$ cat src/rtl/ra_bist_pkg.sv
// ra_bist_pkg: shared definitions for the ra_bist March C- engine.
// Holds the bist_ctl / bist_status bit positions, the March element codes
// (which are also the fail_elem encoding), the pattern select codes, the FSM
// state encoding and small per-element helper functions.
package ra_bist_pkg;

    // bist_ctl bit positions
    localparam int CTL_START  = 0;
    localparam int CTL_ABORT  = 1;
    localparam int CTL_STOP   = 2;
    localparam int CTL_CHK_R1 = 3;
    localparam int CTL_PAT_LO = 4;
    localparam int CTL_PAT_HI = 5;

    // bist_status bit positions
    localparam int ST_BUSY    = 0;
    localparam int ST_DONE    = 1;
    localparam int ST_FAIL    = 2;
    localparam int ST_ELEM_LO = 4;
    localparam int ST_ADR_LO  = 8;
    localparam int ST_CNT_LO  = 16;
    localparam int ST_FAIL_R0 = 24;
    localparam int ST_FAIL_R1 = 25;

    // March C- elements; the value is reported in fail_elem
    typedef enum logic [2:0] {
        ELEM_E0 = 3'd0,  // up,   W D0
        ELEM_E1 = 3'd1,  // up,   R D0, W D1
        ELEM_E2 = 3'd2,  // up,   R D1, W D0
        ELEM_E3 = 3'd3,  // down, R D0, W D1
        ELEM_E4 = 3'd4,  // down, R D1, W D0
        ELEM_E5 = 3'd5   // down, R D0
    } elem_e;

    // Background pattern selects (D0); D1 is always ~D0
    typedef enum logic [1:0] {
        PAT_ZERO = 2'd0,
        PAT_55   = 2'd1,
        PAT_ADR  = 2'd2,
        PAT_0F   = 2'd3
    } pat_e;

    typedef enum logic [2:0] {
        S_IDLE = 3'd0,
        S_WR   = 3'd1,
        S_RD   = 3'd2,
        S_WAIT = 3'd3,
        S_CMP  = 3'd4,
        S_NEXT = 3'd5,
        S_DONE = 3'd6
    } state_e;

    // Down elements walk the address space from the top
    function automatic logic elem_down(input elem_e e);
        return (e == ELEM_E3) || (e == ELEM_E4) || (e == ELEM_E5);
    endfunction

    // Every element except the final read-only sweep writes
    function automatic logic elem_has_write(input elem_e e);
        return (e != ELEM_E5);
    endfunction

    // Polarity expected on the read of an element (1 = D1)
    function automatic logic elem_rd_pol(input elem_e e);
        return (e == ELEM_E2) || (e == ELEM_E4);
    endfunction

    // Polarity written by an element (1 = D1)
    function automatic logic elem_wr_pol(input elem_e e);
        return (e == ELEM_E1) || (e == ELEM_E3);
    endfunction

endpackage

$ cat src/rtl/ra_bist_patgen.sv
// ra_bist_patgen: combinational expected/write data generator.
// Produces D0 for the selected background at a given address, or D1 = ~D0
// when pol is set. The address pattern packs as many whole copies of the
// address as fit in DW and leaves the remaining top bits zero.
import ra_bist_pkg::*;

module ra_bist_patgen #(
    parameter int AW = 5,
    parameter int DW = 32
) (
    input  pat_e          pat,
    input  logic [AW-1:0] adr,
    input  logic          pol,
    output logic [DW-1:0] dat
);

    logic [DW-1:0] rep_s;
    logic [DW-1:0] base_s;

    // Build the background word and apply the requested polarity
    always_comb begin
        rep_s = '0;
        for (int i = 0; i < DW / AW; i++) begin
            rep_s[i*AW +: AW] = adr;
        end
        case (pat)
            PAT_ZERO: base_s = '0;
            PAT_55:   base_s = {(DW/2){2'b01}};
            PAT_ADR:  base_s = rep_s;
            PAT_0F:   base_s = {(DW/8){8'h0F}};
            default:  base_s = '0;
        endcase
        dat = pol ? ~base_s : base_s;
    end

endmodule

$ cat src/rtl/ra_bist.sv
// ra_bist: March C- self-test engine and array port mux.
// While busy the engine owns the r0/r1/w0 array ports; otherwise the
// functional ports from control pass straight through. All status is held
// in flops and assembled into bist_status.
// Optional build macro RA_BIST_DIAG_EN: captures the expected and observed
// data of the first mismatch on fail_exp/fail_got (tied to zero otherwise).
import ra_bist_pkg::*;

module ra_bist #(
    parameter int AW     = 5,
    parameter int DW     = 32,
    parameter int RD_LAT = 1
) (
    input  logic          clk,
    input  logic          rst_n,
    input  logic [31:0]   bist_ctl,
    output logic [31:0]   bist_status,
    input  logic          f_r0_enb,
    input  logic          f_r1_enb,
    input  logic          f_w0_enb,
    input  logic [AW-1:0] f_r0_adr,
    input  logic [AW-1:0] f_r1_adr,
    input  logic [AW-1:0] f_w0_adr,
    input  logic [DW-1:0] f_w0_dat,
    output logic          ra_r0_enb,
    output logic          ra_r1_enb,
    output logic          ra_w0_enb,
    output logic [AW-1:0] ra_r0_adr,
    output logic [AW-1:0] ra_r1_adr,
    output logic [AW-1:0] ra_w0_adr,
    output logic [DW-1:0] ra_w0_dat,
    input  logic [DW-1:0] ra_r0_dat,
    input  logic [DW-1:0] ra_r1_dat,
    output logic [DW-1:0] fail_exp,
    output logic [DW-1:0] fail_got
);

    localparam int WCW = (RD_LAT > 2) ? $clog2(RD_LAT) : 1;
    localparam logic [WCW-1:0] WAIT_LAST = WCW'((RD_LAT > 1) ? (RD_LAT - 2) : 0);
    localparam logic [WCW-1:0] WAIT_ONE  = WCW'(1);
    localparam logic [AW-1:0]  ADR_ONE   = AW'(1);

    state_e         state_q, state_d;
    elem_e          elem_q, elem_d;
    logic [AW-1:0]  adr_q, adr_d;
    logic [WCW-1:0] wait_q, wait_d;
    logic           start_prev_q, start_prev_d;
    pat_e           pat_q, pat_d;
    logic           chk_r1_q, chk_r1_d;
    logic           stop_q, stop_d;
    logic           busy_q, busy_d;
    logic           done_q, done_d;
    logic           fail_q, fail_d;
    logic [2:0]     fail_elem_q, fail_elem_d;
    logic [AW-1:0]  fail_adr_q, fail_adr_d;
    logic [7:0]     fail_cnt_q, fail_cnt_d;
    logic           fail_r0_q, fail_r0_d;
    logic           fail_r1_q, fail_r1_d;

    logic           start_edge_s;
    logic           go_done_s;
    logic           pat_pol_s;
    logic [DW-1:0]  pat_dat_s;
    logic           mis_r0_s;
    logic           mis_r1_s;
    logic           first_mis_s;
    logic           ctl_unused_s;

    assign ctl_unused_s = ^bist_ctl[31:6];
    assign start_edge_s = bist_ctl[CTL_START] & ~start_prev_q;

    // Writes use the element's write polarity, every other state the read one
    assign pat_pol_s = (state_q == S_WR) ? elem_wr_pol(elem_q) : elem_rd_pol(elem_q);

    ra_bist_patgen #(
        .AW (AW),
        .DW (DW)
    ) u_patgen (
        .pat (pat_q),
        .adr (adr_q),
        .pol (pat_pol_s),
        .dat (pat_dat_s)
    );

    assign mis_r0_s    = (ra_r0_dat != pat_dat_s);
    assign mis_r1_s    = chk_r1_q && (ra_r1_dat != pat_dat_s);
    assign first_mis_s = (state_q == S_CMP) && (mis_r0_s || mis_r1_s) && !fail_q;

    // Next-state, address walk and status update
    always_comb begin
        state_d      = state_q;
        elem_d       = elem_q;
        adr_d        = adr_q;
        wait_d       = wait_q;
        start_prev_d = bist_ctl[CTL_START];
        pat_d        = pat_q;
        chk_r1_d     = chk_r1_q;
        stop_d       = stop_q;
        busy_d       = busy_q;
        done_d       = done_q;
        fail_d       = fail_q;
        fail_elem_d  = fail_elem_q;
        fail_adr_d   = fail_adr_q;
        fail_cnt_d   = fail_cnt_q;
        fail_r0_d    = fail_r0_q;
        fail_r1_d    = fail_r1_q;
        go_done_s    = 1'b0;

        case (state_q)
            S_IDLE, S_DONE: begin
                if (start_edge_s) begin
                    state_d     = S_WR;
                    elem_d      = ELEM_E0;
                    adr_d       = '0;
                    wait_d      = '0;
                    pat_d       = pat_e'(bist_ctl[CTL_PAT_HI:CTL_PAT_LO]);
                    chk_r1_d    = bist_ctl[CTL_CHK_R1];
                    stop_d      = bist_ctl[CTL_STOP];
                    busy_d      = 1'b1;
                    done_d      = 1'b0;
                    fail_d      = 1'b0;
                    fail_elem_d = 3'd0;
                    fail_adr_d  = '0;
                    fail_cnt_d  = 8'd0;
                    fail_r0_d   = 1'b0;
                    fail_r1_d   = 1'b0;
                end else begin
                    state_d = state_q;
                end
            end
            S_WR: begin
                state_d = S_NEXT;
            end
            S_RD: begin
                wait_d = '0;
                if (RD_LAT > 1) begin
                    state_d = S_WAIT;
                end else begin
                    state_d = S_CMP;
                end
            end
            S_WAIT: begin
                if (wait_q == WAIT_LAST) begin
                    state_d = S_CMP;
                end else begin
                    wait_d = wait_q + WAIT_ONE;
                end
            end
            S_CMP: begin
                if (mis_r0_s || mis_r1_s) begin
                    fail_d    = 1'b1;
                    fail_r0_d = fail_r0_q | mis_r0_s;
                    fail_r1_d = fail_r1_q | mis_r1_s;
                    if (fail_cnt_q != 8'hFF) begin
                        fail_cnt_d = fail_cnt_q + 8'd1;
                    end else begin
                        fail_cnt_d = fail_cnt_q;
                    end
                    if (!fail_q) begin
                        fail_elem_d = elem_q;
                        fail_adr_d  = adr_q;
                    end else begin
                        fail_elem_d = fail_elem_q;
                    end
                end else begin
                    fail_d = fail_q;
                end
                if ((mis_r0_s || mis_r1_s) && stop_q) begin
                    go_done_s = 1'b1;
                end else if (elem_has_write(elem_q)) begin
                    state_d = S_WR;
                end else begin
                    state_d = S_NEXT;
                end
            end
            S_NEXT: begin
                if (elem_down(elem_q) ? (adr_q == '0) : (adr_q == '1)) begin
                    if (elem_q == ELEM_E5) begin
                        go_done_s = 1'b1;
                    end else begin
                        // every element after E0 opens with a read
                        elem_d  = elem_e'(elem_q + 3'd1);
                        adr_d   = elem_down(elem_d) ? '1 : '0;
                        state_d = S_RD;
                    end
                end else begin
                    adr_d   = elem_down(elem_q) ? (adr_q - ADR_ONE) : (adr_q + ADR_ONE);
                    state_d = (elem_q == ELEM_E0) ? S_WR : S_RD;
                end
            end
            default: begin
                state_d = S_IDLE;
                busy_d  = 1'b0;
            end
        endcase

        // abort wins over whatever transition the running state chose
        if (busy_q && bist_ctl[CTL_ABORT]) begin
            go_done_s = 1'b1;
        end else begin
            go_done_s = go_done_s;
        end

        if (go_done_s) begin
            state_d = S_DONE;
            busy_d  = 1'b0;
            done_d  = 1'b1;
        end else begin
            state_d = state_d;
        end
    end

    // Engine state and status registers
    always_ff @(posedge clk or negedge rst_n) begin
        if (!rst_n) begin
            state_q      <= S_IDLE;
            elem_q       <= ELEM_E0;
            adr_q        <= '0;
            wait_q       <= '0;
            start_prev_q <= 1'b0;
            pat_q        <= PAT_ZERO;
            chk_r1_q     <= 1'b0;
            stop_q       <= 1'b0;
            busy_q       <= 1'b0;
            done_q       <= 1'b0;
            fail_q       <= 1'b0;
            fail_elem_q  <= 3'd0;
            fail_adr_q   <= '0;
            fail_cnt_q   <= 8'd0;
            fail_r0_q    <= 1'b0;
            fail_r1_q    <= 1'b0;
        end else begin
            state_q      <= state_d;
            elem_q       <= elem_d;
            adr_q        <= adr_d;
            wait_q       <= wait_d;
            start_prev_q <= start_prev_d;
            pat_q        <= pat_d;
            chk_r1_q     <= chk_r1_d;
            stop_q       <= stop_d;
            busy_q       <= busy_d;
            done_q       <= done_d;
            fail_q       <= fail_d;
            fail_elem_q  <= fail_elem_d;
            fail_adr_q   <= fail_adr_d;
            fail_cnt_q   <= fail_cnt_d;
            fail_r0_q    <= fail_r0_d;
            fail_r1_q    <= fail_r1_d;
        end
    end

    assign bist_status = {6'd0, fail_r1_q, fail_r0_q, fail_cnt_q, 3'd0, fail_adr_q,
                          1'b0, fail_elem_q, 1'b0, fail_q, done_q, busy_q};

    // Array port mux: engine owns the ports only while busy
    always_comb begin
        if (busy_q) begin
            ra_r0_enb = (state_q == S_RD);
            ra_r1_enb = (state_q == S_RD) && chk_r1_q;
            ra_w0_enb = (state_q == S_WR);
            ra_r0_adr = adr_q;
            ra_r1_adr = adr_q;
            ra_w0_adr = adr_q;
            ra_w0_dat = pat_dat_s;
        end else begin
            ra_r0_enb = f_r0_enb;
            ra_r1_enb = f_r1_enb;
            ra_w0_enb = f_w0_enb;
            ra_r0_adr = f_r0_adr;
            ra_r1_adr = f_r1_adr;
            ra_w0_adr = f_w0_adr;
            ra_w0_dat = f_w0_dat;
        end
    end

`ifdef RA_BIST_DIAG_EN
    logic [DW-1:0] fail_exp_q, fail_exp_d;
    logic [DW-1:0] fail_got_q, fail_got_d;

    // Capture expected/observed data of the first mismatch, clear on start
    always_comb begin
        fail_exp_d = fail_exp_q;
        fail_got_d = fail_got_q;
        if (start_edge_s && !busy_q) begin
            fail_exp_d = '0;
            fail_got_d = '0;
        end else if (first_mis_s) begin
            fail_exp_d = pat_dat_s;
            fail_got_d = mis_r0_s ? ra_r0_dat : ra_r1_dat;
        end else begin
            fail_exp_d = fail_exp_q;
        end
    end

    // Diagnostic capture registers
    always_ff @(posedge clk or negedge rst_n) begin
        if (!rst_n) begin
            fail_exp_q <= '0;
            fail_got_q <= '0;
        end else begin
            fail_exp_q <= fail_exp_d;
            fail_got_q <= fail_got_d;
        end
    end

    assign fail_exp = fail_exp_q;
    assign fail_got = fail_got_q;
`else
    logic diag_unused_s;
    assign diag_unused_s = first_mis_s;
    assign fail_exp      = '0;
    assign fail_got      = '0;
`endif

endmodule
$ cat config.mk
export PLATFORM = sky130hd
export DESIGN_NAME = ra_bist
export DESIGN_NICKNAME = d
export VERILOG_FILES = /design/src/rtl/ra_bist_pkg.sv /design/src/rtl/ra_bist_patgen.sv /design/src/rtl/ra_bist.sv
export SDC_FILE = /design/constraint.sdc
export NUM_CORES = 1
export LEC_CHECK = 0
export CORE_MARGIN = 1
export CORE_UTILIZATION = 45
export DETAILED_ROUTE_END_ITERATION = 8
export PLACE_DENSITY = 0.88
export SLEW_MARGIN = 20
export SYNTH_ARGS = -nofsm -noshare
export SYNTH_HDL_FRONTEND = slang
export SYNTH_SLANG_ARGS = --single-unit
$ cat constraint.sdc
create_clock -name clk -period 7.9 [get_ports clk]
set_input_delay 0.79 -clock clk [delete_from_list [all_inputs] [get_ports clk]]
set_output_delay 0.79 -clock clk [all_outputs]
set_load 0.02 [all_outputs]
# ---- After elaboration in Yosys (flattened, before gate mapping)
# Index checks and enable logic that the tools add are counted.
dict set report word_totals {
  input_bits 148
  ff_bits 38
  out_inout_bits 146
  elab_cells 151
}
dict set report classes {
  bitwise_logic 5
  muxes 59
  add_sub_neg 5
  n_eq_ne 34
  reduce_logical 32
}
# op count
set op_table {}
lappend op_table {{$pmux W32 S4} 1}
lappend op_table {{$mux W32} 2}
lappend op_table {{$ne A32 B32 Y1} 2}
lappend op_table {{$mux W5} 10}
lappend op_table {{$mux W3} 12}
lappend op_table {{$not A32 Y32} 1}
lappend op_table {{$mux W8} 3}
lappend op_table {{$eq A3 B3 Y1 const B} 7}
lappend op_table {{$pmux W5 S2} 2}
lappend op_table {{$mux W1} 18}
lappend op_table {{$pmux W3 S6} 1}
lappend op_table {{$pmux W8 S2} 1}
lappend op_table {{$reduce_and A4 Y1} 4}
lappend op_table {{$eq A3 B2 Y1 const B} 5}
lappend op_table {{$ne A3 B3 Y1 const B} 5}
lappend op_table {{$pmux W3 S2} 2}
lappend op_table {{$pmux W1 S2} 5}
lappend op_table {{$add A8 B1 Y8 const B} 1}
lappend op_table {{$ne A2 B2 Y1 const B} 4}
lappend op_table {{$ne A8 B8 Y1 const B} 1}
lappend op_table {{$reduce_and A2 Y1} 4}
lappend op_table {{$reduce_bool A2 Y1} 4}
lappend op_table {{$logic_or A1 B1 Y1} 7}
lappend op_table {{$eq A3 B1 Y1 const B} 2}
lappend op_table {{22 further kinds} 31}

# ---- Logic depth before layout (Yosys ltp)
# Gate-level depths: netlist of run 1.
dict set report logic_depth {
  word_depth 13
  mapped_depth 15
  ltp_nobuf 12
}

# ---- By module
# From an unflattened synthesis of run 1, not the netlist that was laid out.
dict set report unflattened {
  hier_cells 518
  hier_area_um2 4364.2
}
# mod instances cells_each area_each_um2
set by_module_without_submodules {}
lappend by_module_without_submodules {ra_bist 1 458 3927.5}
lappend by_module_without_submodules {ra_bist_patgen 1 60 436.7}

# ---- Worst setup path after synthesis of run 1
# No wires, ideal clock.
dict set report synth_path {
  path_kind {input -> register}
  start {input port ra_r0_dat[3]}
  end {register busy_q}
  path_slack_ns 4.731
  t_arrival_ns 3.073
  required_ns 7.804
  path_stages 10
  cell_sequence {buf_1 -> nand2b_1 -> a2111oi_0 -> o21ai_0 -> a2111o_1 -> o31ai_1 -> nand4_1 -> or4_1 -> o211a_1 -> nor4_2}
}
dict set report synth_between {
  elab_chain_len 8
  word_cells_on_any_way 10
  cone_classes {3 x eq/ne; 4 x mux; 3 x reduce/logical}
}
# element line_no
set synth_rtl {}
lappend synth_rtl {{from (decl)} ra_bist.sv:32} ;# input logic [DW-1:0] ra_r0_dat,
lappend synth_rtl {{$ne A32 B32 Y1 *} ra_bist.sv:85} ;# assign mis_r0_s = (ra_r0_dat != pat_dat_s);
lappend synth_rtl {{$logic_or A1 B1 Y1 *} ra_bist.sv:168} ;# if ((mis_r0_s || mis_r1_s) && stop_q) begin
lappend synth_rtl {{$logic_and A1 B1 Y1 *} ra_bist.sv:168}
lappend synth_rtl {{$mux W1 *} ra_bist.sv:168}
lappend synth_rtl {{$pmux W1 S2 *} ra_bist.sv:109} ;# case (state_q)
lappend synth_rtl {{$mux W1 *} ra_bist.sv:198} ;# if (busy_q && bist_ctl[CTL_ABORT]) begin
lappend synth_rtl {{$ne A3 B3 Y1 (no line) or $ne A2 B1 Y1 (tied branches)} -}
lappend synth_rtl {{$reduce_and A2 Y1 (no line)} -}
lappend synth_rtl {{to (signal assigned)} ra_bist.sv:241} ;# busy_q <= busy_d;
lappend synth_rtl {{to (decl)} ra_bist.sv:51} ;# logic busy_q, busy_d;
# Mark *: on every way between the ends. The rest lies on a longest branch, timed or not.
# A chain may end at the register's enable or synchronous reset.

# ---- Worst setup path in the final report of run 1
dict set report layout_path {
  start {register state_q[0]}
  end {register fail_adr_q[4]}
}
dict set report layout_between {
  elab_chain_len 8
  word_cells_on_any_way 17
  cone_classes {8 x eq/ne; 3 x mux; 6 x reduce/logical}
}
# element line_no
set layout_rtl {}
lappend layout_rtl {{from (decl)} ra_bist.sv:43} ;# state_e state_q, state_d;
lappend layout_rtl {{from (signal assigned)} ra_bist.sv:233} ;# state_q <= state_d;
lappend layout_rtl {{$eq A3 B1 Y1} ra_bist.sv:73} ;# assign pat_pol_s = (state_q == S_WR) ? elem_wr_pol(elem_q) : elem_rd_pol(elem_q);
lappend layout_rtl {{$mux W1} ra_bist.sv:73}
lappend layout_rtl {{$mux W32} ra_bist_patgen.sv:33} ;# dat = pol ? ~base_s : base_s;
lappend layout_rtl {{$ne A32 B32 Y1} ra_bist.sv:86} ;# assign mis_r1_s = chk_r1_q && (ra_r1_dat != pat_dat_s);
lappend layout_rtl {{$logic_and A1 B1 Y1} ra_bist.sv:86}
lappend layout_rtl {{$logic_or A1 B1 Y1} ra_bist.sv:150} ;# if (mis_r0_s || mis_r1_s) begin
lappend layout_rtl {{$ne A2 B1 Y1 (no line)} -}
lappend layout_rtl {{$reduce_and A4 Y1 (no line)} -}
lappend layout_rtl {{to (signal assigned)} ra_bist.sv:245} ;# fail_adr_q <= fail_adr_d;
lappend layout_rtl {{to (decl)} ra_bist.sv:55} ;# logic [AW-1:0] fail_adr_q, fail_adr_d;
# Parallel ways exist; a longest one is shown, timed or not.

==> results of run 1 <==
worst max-delay path, cell delays in order, from the launching register on:
cell and delay [ns]:
dfrtp_1 0.53, nor3b_2 0.37, nand3_1 0.45, nand2_2 0.71, xnor2_1 0.25, a2111oi_0 0.48
nand4_1 0.23, nor4_4 0.72, a211oi_4 0.28, mux2i_1 0.19
layout make-up:
class | count | share of cell area [%]
diodes | 1 | 0.03255
clock buffers | 6 | 1.676
clock inverters | 2 | 0.1302
inverters | 56 | 2.734
multi-input cells | 652 | 54.99
flip-flops and latches | 37 | 12.06
well taps | 172 | 2.799
repair buffers | 198 | 25.58
how the worst max path moves through the flow:
stage,from,to,cells past startpoint
2_1_floorplan,ra_r0_dat[3],busy_q,10
3_3_place_gp,state_q[0],fail_elem_q[1],9
3_5_place_dp,state_q[0],fail_adr_q[4],9
4_1_cts,state_q[0],fail_adr_q[4],9
5_1_grt,state_q[0],fail_adr_q[4],9
6_report,state_q[0],fail_adr_q[4],9
registers in the layout, summed over array words and instances, names as in the netlist:
register,count
fail_r1_q,1
start_prev_q,1
busy_q,1
stop_q,1
fail_cnt_q,8
fail_adr_q,5
state_q,3
pat_q,2
done_q,1
fail_q,1
adr_q,5
chk_r1_q,1
elem_q,3
fail_elem_q,3
fail_r0_q,1
cell usage after synthesis, types with 3 or more instances:
cell type	count	share of area [%]
buf_2	20	1.7
a211oi_1	14	1.8
and3_1	10	1.1
o21ai_0	51	4.3
o21a_1	13	1.6
xnor2_1	40	5.9
nand2b_1	13	1.4
xor2_1	17	2.5
ha_1	11	2.3
a221oi_1	8	1.2
inv_2	4	0.25
or2_2	4	0.42
o22ai_1	9	0.95
a21oi_1	52	4.4
nor4b_1	4	0.59
o21bai_1	3	0.38
mux2_2	14	2.7
a22o_1	3	0.44
mux2i_1	21	3.5
nand3_1	11	0.93
o221ai_1	5	0.74
nand4_1	9	0.95
o21ai_1	6	0.51
xnor3_1	4	1.5
a31oi_1	9	0.95
nor4_1	6	0.63
o211ai_1	8	1.0
or4_1	4	0.51
o2111ai_1	6	0.88
inv_1	52	3.3
dfrtp_1	37	16
nor2_1	44	2.8
o32ai_1	3	0.44
o31ai_1	3	0.38
nand2_1	71	4.5
buf_1	7	0.44
a21o_1	6	0.76
nand3b_1	3	0.38
a22oi_1	6	0.76
buf_4	80	10
clkbuf_1	26	1.6
nor2b_1	8	0.84
a2111oi_0	5	0.74
nor3_1	19	1.6
power groups by stage:
stage                     registers [uW]  clock network, uW  logic (uW)
after floorplan                      301                  0        1240
after global placement               342                  0        1690
after detailed placement             343                  0        1710
after CTS                            340                193        1720
after global routing                 353                199        1870
final                                343                192        1750
through the flow:
step           setup slack (ns)  hold slack (ns)  total power [uW]  cell area, um2
2_1_floorplan             4.731           0.4510              1540            6222
3_3_place_gp              3.376           0.4684              2029            7538
3_5_place_dp              3.336           0.4830              2049            7538
4_1_cts                   3.318           0.4968              2254            7677
5_1_grt                   3.225           0.5316              2426            7686
6_report                  3.525           0.4954              2288            7689
layout by cell type (no fill, tap or decap), types with 13 or more instances in the layout:
cell type,Yosys,final
clkdlybuf4s50_1,0,192
mux2i_1,21,21
xnor2_1,40,40
nand2_1,71,71
inv_1,52,52
conb_1,1,75
nor3_1,19,19
o21a_1,13,13
dfrtp_1,37,36
a211oi_1,14,14
xor2_1,17,17
mux2_2,14,14
o21ai_0,51,51
nor2_1,44,44
a21oi_1,52,52
nand2b_1,13,13
routing by layer:
layer	share of wire [%]	vias up	global-route usage (%)
met2	46	431	45.17
met3	12	57	6.540
met4	3.4	2	11.73
met5	0.054	-	0
li1	-	3011	-
met1	39	2989	36.60
logic make-up after synthesis:
logic type               share of synthesized area [%]
AO/OA/AOI/OAI                                    27.99
multiplexers                                     6.188
flip-flops                                       15.58
other                                          0.06308
XOR/XNOR                                         9.914
AND/OR/NAND/NOR                                  19.49
adder cells (fa/ha/maj)                          2.652
buffers and inverters                            18.12
==> run summary, run 1 <==
die height = 116.9 um
share of layout cells above drive strength 1 = 5.573%
FFs w/ async S/R, synth = 100.0%
YS warnings = 0
critical-path maximum fanout = 27
root buf cell = clkbuf_16
power per cell area = 297.6 mW/mm2
reg2reg start = state_q[0]
cell-internal power = 1070 uW
Worst Hold Class = register to register
Vias = 6490
Post-DRT Antenna Nets = 0
final WL = 20330 um
Register Area = 927.1 um2
Setup TNS = 0 ns
final non-filler cell total = 1124
initial antenna violation count = 2
Clock Latency Late Sink = 0.28 ns
drt pass-1 iters = 5
total gr overflow = 0
initial drt markers = 735
die width = 116.9 um
area of the die = 0.01367 mm2
total track usage = 28.22%
cell count of the worst hold path = 2
filler cell count = 1104
first-pass GRT wire length = 29840 um
Flop pwr share = 15.0%
Max Clock Freq = 228.6 MHz
Synth cell types = 86
crit path DAT = 4.51 ns
DRC = 0
CP Launch Type = register
Worst Hold Path EP = fail_r0_q
Tcrit/Tclk final = 55.38%
register area share after synthesis = 15.58%
Num CTS Buffers = 5
status = finished, final reports clean
number of cell rows = 41
Max Root-Sink Buffers = 2
vias in the first global route = 5673
Clock power frac = 8.4%
post-CTS setup buffers = 0
number of flops mapped to enable cells by yosys = 0
flop2flop setup slack = 3.53 ns
Worst Skew = 0.002962 ns
H-tree depth = 2
Logic pwr share = 76.6%
Hold Startpoint = fail_r0_q
I/O pin total = 294
critical path class = register to register
Slew Viols, Final = 0
clock transition at the registers of the reported paths = 0.05 ns
NumNets Final = 1110
Pleak = 0.003192 uW
fin util = 60.19%
Critical Path End Type = register
number of synthesized register bits = 37
Critical Path RT = 8.03 ns
largest net degree at the start of global routing = 60
Post-Syn Instances = 807
Clock Sinks = 37
synthesized area = 0.005944 mm2
final setup violation count = 0
Hold Vio Cnt, Final = 0
# port buffers = 192
worst slew pin tran = 1.039 ns
VDD IR max = 0.1417 mV
post-cts resize count = 0
drt wl/cell = 18.09 um
footprint of the multi-input gates = 0.004228 mm2
Starting Density = 46.54%
via density per instance = 5.774
worst-case reg-to-reg path depth = 9
max_cap viols = 0
Area Growth Syn to Fin = 29.34%
Sw Ratio = 53.23%
RSZ-0062 raised after global routing = no
hold buffer count at CTS = 0
HPWL Detailed = 15140 um
Final min period = 4.375 ns
Worst R2R End = fail_adr_q[4]
GPL Wtd Cong = 0.9671
synthesized area per cell = 7.366 um2
dpl cells = 1115
Psw = 1218 uW
core area = 0.01277 mm2
ys flop type = dfrtp_1
CTS tree = built
Slew HR = 30.51%
Note: power is estimated with default switching activity, not from simulation.
==> run 2, diff against run 1 <==
- CORE_UTILIZATION: 45 -> 38
- PLACE_DENSITY: 0.88 -> 0.79
- clock period: 7.9 -> 3.6 ns (I/O delays scaled with it)
==> run 2 against run 1 <==
  * Fmax up 25%
  * Wire length up 10%
  * Non-clock buffer count up 79
  * Setup slack worse by 3.4 ns
  * Sequential cell count unchanged
  * Register-to-register slack worse by 3.4 ns
  * Sequential share of layout area down 1.1 points
  * Global-route usage down 1.7 points
  * Via count up 4.2%
  * Critical path depth up 4
==> run summary, run 2 (synthesis gave the netlist of run 1 again) <==
CP Launch Type = register
status = finished, final reports clean
H-tree depth = 2
CTS tree = built
Area Growth Syn to Fin = 42.50%
share of layout cells above drive strength 1 = 14.17%
NumNets Final = 1189
Max Root-Sink Buffers = 2
# port buffers = 192
wire length on met3 = 2070 um
max reg flops = 8
power per cell area = 678.0 mW/mm2
Worst Skew = 0.008291 ns
flop2flop setup slack = 0.11 ns
max_cap viols = 0
die width = 127.1 um
hold buffer count at CTS = 0
DR WL met2 = 10710 um
Pleak = 0.003603 uW
GPL Wtd Cong = 0.9922
root buf cell = clkbuf_16
Slew HR = 45.41%
Final min period = 3.490 ns
Biggest register = fail_cnt_q
clock transition at the registers of the reported paths = 0.06 ns
Num CTS Buffers = 5
Clock Sinks = 37
Post-DRT Antenna Nets = 0
first-pass GRT wire length = 33380 um
total track usage = 26.48%
Worst R2R End = busy_q
area of the die = 0.01615 mm2
Max Clock Freq = 286.5 MHz
Top Registers = fail_cnt_q: 8 flops, adr_q: 5 flops, fail_adr_q: 5 flops
Top Metal Used = met5
worst-case reg-to-reg path depth = 13
Hold Vio Cnt, Final = 0
Tcrit/Tclk final = 96.96%
via density per instance = 5.450
Clock Latency Late Sink = 0.28 ns
critical-path maximum fanout = 6
Setup TNS = 0 ns
die height = 127.1 um
reg2reg start = elem_q[1]
HPWL Detailed = 17700 um
initial antenna violation count = 1
final WL = 22380 um
n_diodes = 0
core area = 0.01526 mm2
final setup violation count = 0
VDD IR max = 0.2497 mV
vias in the first global route = 6049
most frequent cells in the layout = 191 x clkdlybuf4s50_1, 79 x buf_4, 75 x conb_1
largest net degree at the start of global routing = 43
final non-filler cell total = 1241
Critical Path End Type = register
I/O pin total = 294
Worst Hold Class = input pin to asynchronous set/reset pin
initial drt markers = 718
total gr overflow = 0
critical path class = register to register
drt pass-1 iters = 6
Starting Density = 38.96%
Critical Path RT = 3.78 ns
number of cell rows = 45
Slew Viols, Final = 0
M1 WL = 9027 um
drt wl/cell = 18.03 um
WHS = 0.06937 ns
crit path DAT = 3.67 ns
dpl cells = 1229
commonest non-fill, non-tap cell in the layout = clkdlybuf4s50_1
Vias = 6764
worst slew pin tran = 0.7982 ns
DRC = 0
==> run 2: cell types whose count changed in the layout (fill, tap and decap cells not counted), sizes merged <==
cell           delta
clkinv            -2
bufinv            +1
clkinvlp          +1
buf              +80
clkdlybuf4s50     -1
diode             -1
==> run 2: worst max-delay path by stage <==
stage,start,to,slack [ns]
6_report,elem_q[1],busy_q,0.11
5_1_grt,elem_q[1],busy_q,-0.02
3_3_place_gp,ra_r0_dat[4],busy_q,0.05
4_1_cts,elem_q[0],busy_q,0.02
3_5_place_dp,elem_q[0],busy_q,0.04
2_1_floorplan,elem_q[0],busy_q,0.46
==> run 2: per-stage QoR <==
step	setup slack (ns)	instance area (um2)	total power [uW]	utilization [%]
3_3_place_gp	0.04853	8213	5080	53.83
2_1_floorplan	0.4645	6222	3378	-
5_1_grt	-0.02275	8471	6072	55.51
6_report	0.1095	8471	5743	55.51
4_1_cts	0.02371	8388	5650	54.97
3_5_place_dp	0.04070	8208	5112	53.79
==> run 2: final cells by class <==
type                    instances  area [um2]
fillers                      1402        6788
multi-input cells             652        4270
repair buffers                277        2621
flip-flops and latches         37       928.4
well taps                     211       264.0
inverters                      56       210.2
clock buffers                   6       138.9
clock inverters                 2       37.54
==> run 2: timing repair <==
item	CTS	global route
setup endpoints to repair	1	23
gates resized for setup	1	14
pin swaps	0	3
setup buffers	0	4
==> run 2: worst max-delay path, cell delays in order (launching register included) <==
cell and delay, ns:
dfrtp_1 0.43, inv_2 0.11, ha_2 0.22, mux2i_2 0.10, and2_4 0.22, buf_4 0.16
or3_1 0.39, a21oi_1 0.16, o2111ai_1 0.17, or4_1 0.55, buf_4 0.19, o21a_1 0.21
o211a_1 0.23, nor4_2 0.26
==> run 2: power breakdown <==
part / switching (uW) / total, uW / internal (uW)
sequential: 207 / 734 / 527
clock: 166 / 511 / 345
combinational: 2470 / 4500 / 2030
total: 2850 / 5740 / 2900
==> run 2: per-layer routing <==
metal	GRT usage, %	vias up
li1	-	3181
met1	34.44	3116
met2	44.96	427
met3	3.853	38
met4	8.824	2
met5	0	-
==> run 3, diff against run 2 <==
- CORE_ASPECT_RATIO: unset -> 0.7
==> run 3 against run 2 <==
  * Count of clock-buffer cells in the layout up 1
  * Sequential cell count unchanged
  * Largest cell class unchanged
  * Worst hold slack better by 0.43 ns
  * Critical path type unchanged
  * Sequential share of layout area up 0.28 points
  * Non-clock buffer count down 19
  * Setup slack better by 0.046 ns
  * Final cell count down 2.9%
  * Utilization down 0.51 points
==> run summary, run 3 (synthesis gave the netlist of run 1 again) <==
status = finished, final reports clean
drt pass-1 iters = 5
Area Growth Syn to Fin = 38.79%
Area after DPL = 0.008070 mm2
Vias = 6724
dpl ws = 0.07622 ns
share of layout cells above drive strength 1 = 11.29%
number of cell rows = 37
met2 Use GR = 39.86%
met1 usage = 37.92%
critical-path maximum fanout = 9
Tcrit/Tclk final = 95.68%
final WL = 22250 um
DRC = 0
final non-filler cell total = 1205
area of the die = 0.01616 mm2
Setup TNS = 0 ns
Final min period = 3.444 ns
H-tree depth = 2
final setup violation count = 0
core area = 0.01500 mm2
Top Registers = fail_cnt_q: 8 flops, adr_q: 5 flops, fail_adr_q: 5 flops
vias in the first global route = 6040
Clock Sinks = 37
die height = 106.6 um
CP Launch Type = register
power per cell area = 673.7 mW/mm2
VDD IR max = 0.2228 mV
most frequent cells in the layout = 192 x clkdlybuf4s50_1, 75 x conb_1, 71 x nand2_1
n_diodes = 0
Slew Viols, Final = 0
GRT busiest layer = met2
PnR Total Power = 5559 uW
max_cap viols = 0
crit path DAT = 3.63 ns
root buf cell = clkbuf_16
drt wl/cell = 18.47 um
I/O pin total = 294
footprint of the multi-input gates = 0.004234 mm2
WP buf/inv = 2
# port buffers = 192
Hold Vio Cnt, Final = 0
slowest stage delay, CP = 0.57 ns
initial antenna violation count = 0
Max Clock Freq = 290.3 MHz
Post-DRT Antenna Nets = 0
Slew HR = 45.69%
CTS tree = built
design area = 0.008250 mm2
Clock Latency Late Sink = 0.29 ns
Num CTS Buffers = 5
filler cell count = 1433
die width = 151.5 um
initial drt markers = 761
critical path class = register to register
worst slew pin tran = 0.7942 ns
first-pass GRT wire length = 33110 um
total track usage = 26.67%
Pleak = 0.003502 uW
GPL Wtd Cong = 0.9967
Register Area = 927.1 um2
Critical Path End Type = register
Worst Skew = 0.009651 ns
Max Root-Sink Buffers = 2
max reg flops = 8
largest net degree at the start of global routing = 42
Worst path slowest cell = or4_1
final worst setup slack = 0.1556 ns
dpl cells = 1195
HPWL Detailed = 17810 um
via density per instance = 5.580
Starting Density = 39.63%
clock transition at the registers of the reported paths = 0.05 ns
GR Layer Usage met3 = 6.851%
Top cell by count, worst path = ha_1
Critical Path RT = 3.79 ns
crit-path leading delay family = simple AND/OR/NAND/NOR gates
Worst Hold Class = register to register
Biggest register = fail_cnt_q
commonest non-fill, non-tap cell in the layout = clkdlybuf4s50_1
total gr overflow = 0
NumNets Final = 1170
crit-path cells = ha_1 -> ha_1 -> inv_1 -> and3_2 -> buf_4 -> nor3_1 -> a221o_1 -> a211oi_1 -> nand4_1 -> or4_1 -> o211a_1 -> nor4_2
run 3: cell types whose count changed in the layout (fill, tap and decap cells not counted), moves of 2 or more:
cell / change
buf_4: -19
a221oi_2: -2
ha_1: +2
ha_2: -2
inv_1: +2
a221oi_1: +2
inv_2: -2
run 3: what timing repair did:
item,4_1_cts,5_1_grt
hold buffers,0,0
setup buffers,0,3
setup endpoints to repair,0,30
gates resized for setup,0,4
run 3: worst paths after layout:
check / start / endpoint / slack (ns) / cells after the start
max reg2reg: elem_q[0] / busy_q / 0.16 / 12
max: elem_q[0] / busy_q / 0.16 / 12
min: fail_r0_q / fail_r0_q / 0.50 / 2
max in group asynchronous: rst_n / busy_q / 2.71 / 2
min in group asynchronous: rst_n / adr_q[0] / 0.51 / 2
min reg2reg: fail_r0_q / fail_r0_q / 0.50 / 2
run 3: area by class of cell:
class / count / share of cell area, %
Multi-Input combinational cell: 652 / 51.32
Timing Repair Buffer: 258 / 30.21
Sequential cell: 37 / 11.24
Tap cell: 195 / 2.957
Inverter: 56 / 2.548
Clock buffer: 7 / 1.729
run 3: worst reg2reg max path: stages (launching register included):
cell and delay, ns:
dfrtp_1 0.43, ha_1 0.24, ha_1 0.18, inv_1 0.06
and3_2 0.28, buf_4 0.21, nor3_1 0.10, a221o_1 0.35
a211oi_1 0.20, nand4_1 0.17, or4_1 0.58, o211a_1 0.28
nor4_2 0.26
run 3: per-stage QoR:
| step | hold WS, ns | util [%] |
|---|---|---|
| 6_report | 0.4978 | 55.01 |
| 5_1_grt | 0.5356 | 55.01 |
| 4_1_cts | 0.4966 | 54.75 |
| 3_5_place_dp | 0.4846 | 53.80 |
| 3_3_place_gp | 0.4674 | 53.80 |
| 2_1_floorplan | 0.06441 | - |
run 3: layer usage:
metal,share of wire [%],wire length [um]
met1,42,9435
met2,43,9552
met3,12,2756
met4,2.3,510
met5,0,0
run 3: where the power goes:
group | total [uW] | leakage (uW) | switching, uW | internal (uW)
Clock | 443 | 0.0000700 | 171 | 272
Combinational | 4440 | 0.00295 | 2520 | 1920
Sequential | 680 | 0.000480 | 151 | 528
Total | 5560 | 0.00350 | 2840 | 2720
